===== src/rtl/led_pattern_pkg.sv =====
// Shared pattern codes, transition tables and LFSR taps for the LED pattern detector.
package led_pattern_pkg;

  typedef enum logic [2:0] {
    PAT_KNIGHT  = 3'd0,
    PAT_WALK    = 3'd1,
    PAT_EXPAND  = 3'd2,
    PAT_BLINK   = 3'd3,
    PAT_ALT     = 3'd4,
    PAT_MARQUEE = 3'd5,
    PAT_SPARKLE = 3'd6,
    PAT_OFF     = 3'd7
  } pat_e;

  typedef enum logic [1:0] {
    ST_EMPTY  = 2'd0,
    ST_HUNT   = 2'd1,
    ST_LOCKED = 2'd2
  } det_state_e;

  // Knight sweep order; index 0 is the outermost frame.
  localparam logic [3:0][7:0] KNIGHT_TBL = {8'h18, 8'h24, 8'h42, 8'h81};

  localparam logic [7:0] WALK_BASE = 8'h03;
  localparam int         WALK_MAX  = 6;

  // Legal expand transitions as {prev, cur}.
  localparam logic [7:0][15:0] EXPAND_TBL = {
    16'h0018, 16'h1800, 16'h3C18, 16'h7E3C,
    16'hFF7E, 16'h7EFF, 16'h3C7E, 16'h183C
  };

  // Sparkle feedback taps: bits 7, 5, 4, 3.
  localparam logic [7:0] LFSR_TAPS = 8'b1011_1000;

  function automatic logic [2:0] onehot_idx(input logic [7:0] v);
    logic [2:0] idx;
    idx = '0;
    for (int i = 0; i < 8; i++)
      if (v[i]) idx = 3'(i);
    return idx;
  endfunction

endpackage


===== src/rtl/led_transition_classifier.sv =====
// Combinational legality mask of one (prev, cur) frame pair, one bit per pattern code.
module led_transition_classifier
  import led_pattern_pkg::*;
(
  input  logic [7:0] prev,
  input  logic [7:0] cur,
  output logic [7:0] legal
);

  logic [7:0] rotl;
  logic [7:0] lfsr_nxt;
  logic       rot_ok;

  assign rotl     = {prev[6:0], prev[7]};
  assign lfsr_nxt = {prev[6:0], ^(prev & LFSR_TAPS)};
  // Rotating AA/55 looks exactly like alternation, and 00/FF rotate onto themselves,
  // so those frames carry no marquee evidence.
  assign rot_ok   = (prev != 8'h00) && (prev != 8'hFF) && (prev != 8'hAA) && (prev != 8'h55);

  always_comb begin
    legal = '0;
    for (int i = 0; i < 3; i++)
      if ((prev == KNIGHT_TBL[i]   && cur == KNIGHT_TBL[i+1]) ||
          (prev == KNIGHT_TBL[i+1] && cur == KNIGHT_TBL[i]))
        legal[PAT_KNIGHT] = 1'b1;
    for (int j = 0; j < WALK_MAX; j++)
      if ((prev == (WALK_BASE << j)     && cur == (WALK_BASE << (j + 1))) ||
          (prev == (WALK_BASE << (j + 1)) && cur == (WALK_BASE << j)))
        legal[PAT_WALK] = 1'b1;
    for (int k = 0; k < 8; k++)
      if ({prev, cur} == EXPAND_TBL[k])
        legal[PAT_EXPAND] = 1'b1;
    legal[PAT_BLINK]   = (prev == 8'h00 && cur == 8'hFF) || (prev == 8'hFF && cur == 8'h00);
    legal[PAT_ALT]     = (prev == 8'hAA && cur == 8'h55) || (prev == 8'h55 && cur == 8'hAA);
    legal[PAT_MARQUEE] = rot_ok && (cur == rotl);
    legal[PAT_SPARKLE] = (prev != 8'h00) && (cur == lfsr_nxt);
    legal[PAT_OFF]     = (prev == 8'h00) && (cur == 8'h00);
  end

endmodule


===== src/rtl/led_pattern_detector.sv =====
// Narrows the set of patterns consistent with successive LED frames and locks once one remains.
module led_pattern_detector
  import led_pattern_pkg::*;
#(
  parameter int LOCK_N = 4
) (
  input  logic       clk,
  input  logic       rst_n,
  input  logic       sample_en,
  input  logic [7:0] led_in,
  input  logic       clear,
  output logic [2:0] pat_id,
  output logic       pat_locked,
  output logic       err
);

  localparam logic [2:0] LOCK_CNT = 3'(LOCK_N);

  det_state_e state_q, state_d;
  logic [7:0] prev_q, prev_d;
  logic [7:0] cand_q, cand_d;
  logic [2:0] cnt_q, cnt_d;
  logic [2:0] pat_id_q, pat_id_d;
  logic       pat_locked_q, pat_locked_d;
  logic       err_q, err_d;

  logic [7:0] legal;
  logic [7:0] hit;
  logic       neutral;
  logic       one_hot;

  led_transition_classifier u_cls (
    .prev  (prev_q),
    .cur   (led_in),
    .legal (legal)
  );

  assign neutral = (led_in == prev_q) && (led_in != 8'h00);
  assign hit     = cand_q & legal;
  assign one_hot = (cand_d != 8'h00) && ((cand_d & (cand_d - 8'd1)) == 8'h00);

  always_comb begin
    state_d = state_q;
    prev_d  = prev_q;
    cand_d  = cand_q;
    cnt_d   = cnt_q;
    err_d   = 1'b0;
    if (clear) begin
      state_d = ST_EMPTY;
      cand_d  = 8'hFF;
      cnt_d   = '0;
    end else if (sample_en) begin
      prev_d = led_in;
      case (state_q)
        ST_EMPTY: begin
          state_d = ST_HUNT;
          cand_d  = 8'hFF;
          cnt_d   = '0;
        end
        ST_HUNT: if (!neutral) begin
          if (hit != 8'h00) begin
            cand_d = hit;
            cnt_d  = (cnt_q >= LOCK_CNT) ? LOCK_CNT : cnt_q + 3'd1;
          end else begin
            cand_d = legal;
            cnt_d  = (legal != 8'h00) ? 3'd1 : 3'd0;
          end
          if (one_hot && cnt_d >= LOCK_CNT) state_d = ST_LOCKED;
        end
        ST_LOCKED: if (!neutral && !legal[pat_id_q]) begin
          err_d   = 1'b1;
          state_d = ST_HUNT;
          cand_d  = legal;
          cnt_d   = (legal != 8'h00) ? 3'd1 : 3'd0;
        end
        default: state_d = ST_EMPTY;
      endcase
    end
    pat_locked_d = (state_d == ST_LOCKED);
    pat_id_d     = pat_locked_d ? onehot_idx(cand_d) : PAT_OFF;
  end

  always_ff @(posedge clk or negedge rst_n) begin
    if (!rst_n) begin
      state_q      <= ST_EMPTY;
      prev_q       <= 8'h00;
      cand_q       <= 8'hFF;
      cnt_q        <= '0;
      pat_id_q     <= PAT_OFF;
      pat_locked_q <= 1'b0;
      err_q        <= 1'b0;
    end else begin
      state_q      <= state_d;
      prev_q       <= prev_d;
      cand_q       <= cand_d;
      cnt_q        <= cnt_d;
      pat_id_q     <= pat_id_d;
      pat_locked_q <= pat_locked_d;
      err_q        <= err_d;
    end
  end

  assign pat_id     = pat_id_q;
  assign pat_locked = pat_locked_q;
  assign err        = err_q;

endmodule


===== config.mk =====
export PLATFORM = sky130hd
export DESIGN_NAME = led_pattern_detector
export DESIGN_NICKNAME = d
export VERILOG_FILES = /design/src/rtl/led_pattern_pkg.sv /design/src/rtl/led_transition_classifier.sv /design/src/rtl/led_pattern_detector.sv
export SDC_FILE = /design/constraint.sdc
export NUM_CORES = 1
export LEC_CHECK = 0
export ABC_AREA = 0
export BUFFER_PORTS_ARGS = -buffer_cell sky130_fd_sc_hd__buf_4
export CAP_MARGIN = 20
export CORE_MARGIN = 4
export CORE_UTILIZATION = 25
export CTS_CLUSTER_DIAMETER = 80
export DETAILED_ROUTE_END_ITERATION = 16
export SLEW_MARGIN = 20
export SYNTH_ARGS = -nofsm -noshare
export SYNTH_HDL_FRONTEND = slang
export SYNTH_SLANG_ARGS = --single-unit

===== constraint.sdc =====
create_clock -name clk -period 5.3 [get_ports clk]
set_input_delay 0.53 -clock clk [delete_from_list [all_inputs] [get_ports clk]]
set_output_delay 0.53 -clock clk [all_outputs]
set_load 0.02 [all_outputs]

## Word-level counts from Yosys, hierarchy flattened

Cells that the tools add are included.

| operators by class | value |
|---|---|
| bitwise logic cells | 3 |
| magnitude comparators | 3 |
| $add $sub $neg | 2 |
| equal/unequal tests | 45 |
| mux-type cells | 55 |
| reductions and logical operators | 59 |

Operators by type and width:

| cell | number |
|---|---|
| == test 8 bit (second input constant) | 8 |
| 2-to-1 mux 3 bit | 17 |
| == test 8 x 7 -> 1 bit (second input constant) | 6 |
| 2-to-1 mux 8 bit | 5 |
| nonzero test 8 bit | 5 |
| == test 16 x 13 -> 1 bit (second input constant) | 2 |
| == test 16 x 14 -> 1 bit (second input constant) | 2 |
| == test 16 x 15 -> 1 bit (second input constant) | 2 |
| == test 8 x 6 -> 1 bit (second input constant) | 4 |
| logical AND 1 bit | 32 |
| == test 8 bit | 3 |
| zero test 8 bit | 3 |
| 2-to-1 mux 1 bit | 24 |
| case mux 8 bit (3 select lines) | 1 |
| bitwise AND 8 bit | 2 |
| == test 16 bit (second input constant) | 1 |
| == test 16 x 5 -> 1 bit (second input constant) | 1 |
| == test 8 x 2 -> 1 bit (second input constant) | 2 |
| == test 8 x 3 -> 1 bit (second input constant) | 2 |
| == test 8 x 4 -> 1 bit (second input constant) | 2 |
| == test 8 x 5 -> 1 bit (second input constant) | 2 |
| != test 8 bit (second input constant) | 2 |
| logical OR 1 bit | 11 |
| 2-to-1 mux 2 bit | 5 |
| other kinds (19) | 23 |

| word-level totals | value |
|---|---|
| input port bits | 12 |
| bits in registers | 26 |
| output and inout bits | 5 |
| word-level logic and storage cells | 174 |

## Longest topological paths before layout

| logic depth | value |
|---|---|
| depth in word-level cells | 29 |
| depth in mapped cells | 16 |
| depth with buffers taken out | 15 |

## Modules after synthesis

From an unflattened synthesis, not the netlist that was laid out.

| unflattened totals | value |
|---|---|
| cells, all modules | 348 |
| area total of the unflattened synthesis | 2,979.1 µm² |

Modules (own cells, without submodules):

| module | area each (µm²) | cells each | times used |
|---|---|---|---|
| led_pattern_detector | 2,198.4 | 237 | 1 |
| led_transition_classifier | 780.7 | 111 | 1 |

## Worst setup path before layout

No wires, ideal clock.

| timing | value |
|---|---|
| path kind | reg-to-reg |
| start | reg prev_q[4] |
| end | reg state_q[1] |
| arrival | 3.750 ns |
| setup time | 0.119 ns |
| slack | 1.431 ns |
| path buffers | 0 |
| stages on the path, launching flop included | 16 |
| cells stage by stage | dfrtp_1 inv_1 ha_1 or3b_1 nor2_4 nor4_2 a211oi_4 o221ai_2 or4_4 a21oi_2 a2bb2oi_2 or3_4 o211a_1 nor4_4 nor3b_1 o21a_1 |

| on the way | value |
|---|---|
| longest elaborated chain between the ends | 27 |

Ends and longest elaborated chain:

| item | RTL line | RTL |
|---|---|---|
| start: declaration | led_pattern_detector.sv:20 | `logic [7:0] prev_q, prev_d;` |
| start signal: assignment | led_pattern_detector.sv:94 | `prev_q <= prev_d;` |
| == test 16 x 13 -> 1 bit (tied with other cells) | led_transition_classifier.sv:31 | `if ({prev, cur} == EXPAND_TBL[k])` |
| 2-to-1 mux 1 bit (tied with other cells) | led_transition_classifier.sv:31 |  |
| 2-to-1 mux 1 bit or logical OR 1 bit (tied branches) | led_transition_classifier.sv:31, led_transition_classifier.sv:27 |  |
| 2-to-1 mux 1 bit, on equally long branches (6 in series) | led_transition_classifier.sv:31, led_transition_classifier.sv:27 |  |
| binary-select mux 1 bit (select 3 bit) | led_pattern_detector.sv:70 | `ST_LOCKED: if (!neutral && !legal[pat_id_q]) begin` |
| 2-to-1 mux 1 bit (implied by the code) | led_pattern_detector.sv:70 |  |
| zero test 1 bit | led_pattern_detector.sv:70 |  |
| logical AND 1 bit | led_pattern_detector.sv:70 |  |
| [4 not listed] | - |  |
| via cand_d[2] | led_pattern_detector.sv:21 | `logic [7:0] cand_q, cand_d;` |
| [3 not listed] | - |  |
| logical AND 1 bit (*) | led_pattern_detector.sv:40 | `assign one_hot = (cand_d != 8'h00) && ((cand_d & (cand_d - 8'd1)) == 8'h00);` |
| logical AND 1 bit (*) | led_pattern_detector.sv:68 | `if (one_hot && cnt_d >= LOCK_CNT) state_d = ST_LOCKED;` |
| 2-to-1 mux 2 bit (*) | led_pattern_detector.sv:68 |  |
| 2-to-1 mux 2 bit (*) | led_pattern_detector.sv:60 | `ST_HUNT: if (!neutral) begin` |
| case mux 2 bit (3 select lines) (*) | led_pattern_detector.sv:54 | `case (state_q)` |
| 2-to-1 mux 2 bit (*) | led_pattern_detector.sv:52 | `end else if (sample_en) begin` |
| 2-to-1 mux 2 bit (*) | led_pattern_detector.sv:48 | `if (clear) begin` |
| via state_d[1] | led_pattern_detector.sv:19 | `det_state_e state_q, state_d;` |
| end signal: assignment | led_pattern_detector.sv:93 | `state_q <= state_d;` |
| end: declaration | led_pattern_detector.sv:19 |  |

The timed path passes the listed nets; every way through them passes the cells marked *. The select of a mux whose other input is x is not followed.
A chain may end at the register's enable or synchronous reset.

## Final worst setup path

| timing | value |
|---|---|
| start | reg prev_q[5] |
| end | reg pat_id_q[1] (netlist: pat_id[1]) |

| on the way | value |
|---|---|
| longest elaborated chain between the ends | 29 |

Ends and longest elaborated chain:

| item | RTL line | RTL |
|---|---|---|
| == test 16 x 13 -> 1 bit (tied with other cells) | led_transition_classifier.sv:31 |  |
| 2-to-1 mux 1 bit (tied with other cells) | led_transition_classifier.sv:31 |  |
| 2-to-1 mux 1 bit or logical OR 1 bit (tied branches) | led_transition_classifier.sv:31, led_transition_classifier.sv:27 |  |
| 2-to-1 mux 1 bit, on equally long branches (6 in series) | led_transition_classifier.sv:31, led_transition_classifier.sv:27 |  |
| binary-select mux 1 bit (select 3 bit) | led_pattern_detector.sv:70 |  |
| 2-to-1 mux 1 bit (implied by the code) | led_pattern_detector.sv:70 |  |
| zero test 1 bit | led_pattern_detector.sv:70 |  |
| logical AND 1 bit | led_pattern_detector.sv:70 |  |
| [10 not listed] | - |  |
| 2-to-1 mux 2 bit | led_pattern_detector.sv:60 |  |
| case mux 2 bit (3 select lines) (*) | led_pattern_detector.sv:54 |  |
| 2-to-1 mux 2 bit (*) | led_pattern_detector.sv:52 |  |
| 2-to-1 mux 2 bit (*) | led_pattern_detector.sv:48 |  |
| == test 2 bit (*) | led_pattern_detector.sv:79 | `pat_locked_d = (state_d == ST_LOCKED);` |
| via pat_locked_d | led_pattern_detector.sv:24 | `logic pat_locked_q, pat_locked_d;` |
| 2-to-1 mux 3 bit (*) | led_pattern_detector.sv:80 | `pat_id_d = pat_locked_d ? onehot_idx(cand_d) : PAT_OFF;` |
| via pat_id_d[1] | led_pattern_detector.sv:23 | `logic [2:0] pat_id_q, pat_id_d;` |
| end signal: assignment | led_pattern_detector.sv:97 | `pat_id_q <= pat_id_d;` |
| end: declaration | led_pattern_detector.sv:23 |  |

Marked as above.

==> out/metrics.cfg <==
[drt]
drt-initial-drc-count = 291
wire_per_inst_um = 17.6
drt_pass1_iterations = 5
ant_nets = 0
vias = 3237
totalWireLength_mm = 9.98
drc = 0
via_per_inst = 5.71

[synth]
syn_nets = 419
synthesis.instances = 397
synth-edff-count = 0
synthMostInstantiatedCell = nor2_1
synth.cell_area_sq_mm = 0.00330
async_flop_share = 1.00
yosys-top-cells-count = nor2_1 (33), nand2_1 (23), o21ai_0 (20)
synth_top_area_frac = 0.114
synthTopCellsByArea = dfrtp_1 (11%), dfstp_2 (8.7%), xnor2_1 (4.5%)
synth_ff_type = dfrtp_1
yosysWarnings = 0
synth_seq_area_share = 0.201
synth.ff_latch_count = 26
yosys.area.top_type = dfrtp_1
synth_area_per_cell_sq_um = 8.32
ys_types = 86

[placed_design]
portBuffers = 16
dp_hpwl_mm = 7.52
place.gp.congestion = 0.895

[clock_network]
clk_path_buf_depth = 2
cts_sinks = 26
cts_resized = 0
post_cts_buffers = 0
cts_max_level = 1
clkLatencyLatePin_ns = 0.27
cts_tree = yes
cts_hold_buffers = 0
clk_pin_slew_ns = 0.07
numCtsBuffers = 3
cts_root_buf = clkbuf_16

[die]
pin_count = 17
initial_core_util = 0.259
die_y_um = 123
die_width_um = 123
dieArea_sq_mm = 0.0151
fp-row-count = 41
core_area_sq_mm = 0.0128

[setup_path]
crit_family = simple AND/OR/NAND/NOR gates
worst_path_most_repeated_cell = nor4_2
regToRegStartpoint = prev_q[5]
worstPathArrival_ns = 4.78
r2r_end = pat_id[1]
crit_fanout = 6
startpoint_type = register
path_cells = inv_1, ha_1, or3b_1, nor2_4, nor4_2, a211oi_4, o221ai_2, nor4_2, a21oi_1, o32ai_1, or2b_2, nor4b_2, nor4_4, o31ai_4, nand3_1
worstSetupEndpointType = register
path_depth = 15
path_buf_inv = 1
reg2reg_depth = 15
crit_required_ns = 5.49
critPathKind = register to register
r2r_slack_ns = 0.70
endpoint = pat_id[1]
slowest_stage = nor4_2
crit_start = prev_q[5]
critPathMaxStageDelay_ns = 0.69

[layout]
drive_gt1_frac = 0.197
nNetsFinal = 418
antenna_cells = 0
utilization = 0.281
multi_input_area_sq_mm = 0.00240
ff_latch_area_sq_um = 664
fillers = 1350
area_delta_synth_final_pct = 8.75

[sta]
fmax_mhz = 218
finalHoldViolCount = 0
finalSetupTns_ns = 0
maxSlewHeadroom = 0.490
setup_viol_count_final = 0
tightest_slew_ns = 0.759
skew_ns = 0.00806
fin_crit_sh = 0.867
rsz0062_at_grt = no
slew_violations = 0
period_minus_slack_ns = 4.60
hold-worst-slack_ns = 0.156

[power]
p_comb_frac = 0.263
p_seq_frac = 0.394
p_per_area_mw_per_mm2 = 181
power.internal_uw = 439
power_switching_uw = 210
ir_worst_vdd_mv = 0.109
p_clk_frac = 0.344
p_leak_uw = 0.00124
swShare = 0.323

[global_routing]
grt_pass1_vias = 3268
grt_pass1_wl_mm = 16.5
grt_max_degree = 27
grt_overflow = 0
grt.total_usage = 0.136
antenna_found_initial = 0

[status]
outcome = finished clean

[run]
max_cap_violations = 0

[hold_path]
hp-class = primary input to asynchronous set/reset pin

## cells in the final DEF (no fill, tap or decap), types with 4 or more instances in the layout
cell / Yosys / layout
o21ai_0: 20 / 20
mux2_2: 6 / 6
and3_1: 5 / 5
nand4_1: 11 / 11
nor2_1: 33 / 33
and2_1: 4 / 4
nand3_1: 17 / 17
or4_4: 5 / 5
o22ai_1: 4 / 4
nor4_2: 4 / 4
ha_1: 10 / 10
nor4bb_1: 12 / 12
nand2_1: 23 / 23
dfstp_2: 11 / 11
inv_1: 19 / 19
nor2b_1: 14 / 14
o211ai_1: 5 / 5
and3b_1: 5 / 5
nor3_1: 13 / 12
dfrtp_1: 15 / 15
xnor2_1: 17 / 17
nor4_1: 7 / 7
buf_4: 6 / 18
o31ai_1: 4 / 4
a21oi_1: 18 / 18
## how the worst min path moves through the flow
| stage | from | slack [ns] | to | cells after the start |
|---|---|---|---|---|
| finish | rst_n | 0.16 | cnt_q[1] | 1 |
| detailed placement | rst_n | 0.46 | cnt_q[1] | 1 |
| global placement | rst_n | 0.46 | cnt_q[1] | 1 |
| CTS | rst_n | 0.17 | cnt_q[1] | 1 |
| floorplan | rst_n | 0.23 | cnt_q[0] | 0 |
| global route | rst_n | 0.18 | cnt_q[1] | 1 |
## per-stage QoR
step / instance area [sq um] / power (uW) / setup slack (ns) / cells
global route: 3590 / 682 / 0.477 / 567
global placement: 3480 / 423 / 0.840 / 563
detailed placement: 3480 / 424 / 0.806 / 563
finish: 3590 / 649 / 0.703 / 567
CTS: 3590 / 652 / 0.779 / 567
floorplan: 3300 / 388 / 1.43 / 397
## sequential cells by signal, summed over array words and instances, names as in the netlist
name	count
cand_q	8
cnt_q	3
err	1
pat_id	3
pat_locked	1
prev_q	8
state_q	2
## power groups by stage
stage	sequential (uW)	combinational, uW	clock (uW)
6_report	255	170	223
5_1_grt	258	187	237
4_1_cts	253	168	231
3_5_place_dp	257	167	0
3_3_place_gp	256	167	0
2_1_floorplan	228	160	0
## layout make-up
cell class,instances,area share
inverter,19,0.0198
clock inverter,1,0.00836
sequential,26,0.185
tap,172,0.0599
multi-input combinational,328,0.669
clock buffer,3,0.0209
timing repair buffer,18,0.0376
## routing by layer
layer | track usage | vias to the layer above | wire length [um]
li1 | - | 1504 | -
met1 | 0.182 | 1574 | 4470
met2 | 0.227 | 146 | 4660
met3 | 0.0169 | 13 | 679
met4 | 0.0484 | 0 | 170
met5 | 0 | - | 0
## logic make-up after synthesis
kind of cell             Yosys count  synth area share
AO/OA/AOI/OAI                    103             0.236
AND/OR/NAND/NOR                  190             0.381
buffers and inverters             43            0.0735
multiplexers                       6            0.0204
adder cells (fa/ha/maj)           11            0.0409
flip-flops                        26             0.201
XOR/XNOR                          18            0.0477
No activity file was read; power rests on OpenSTA's default activity.
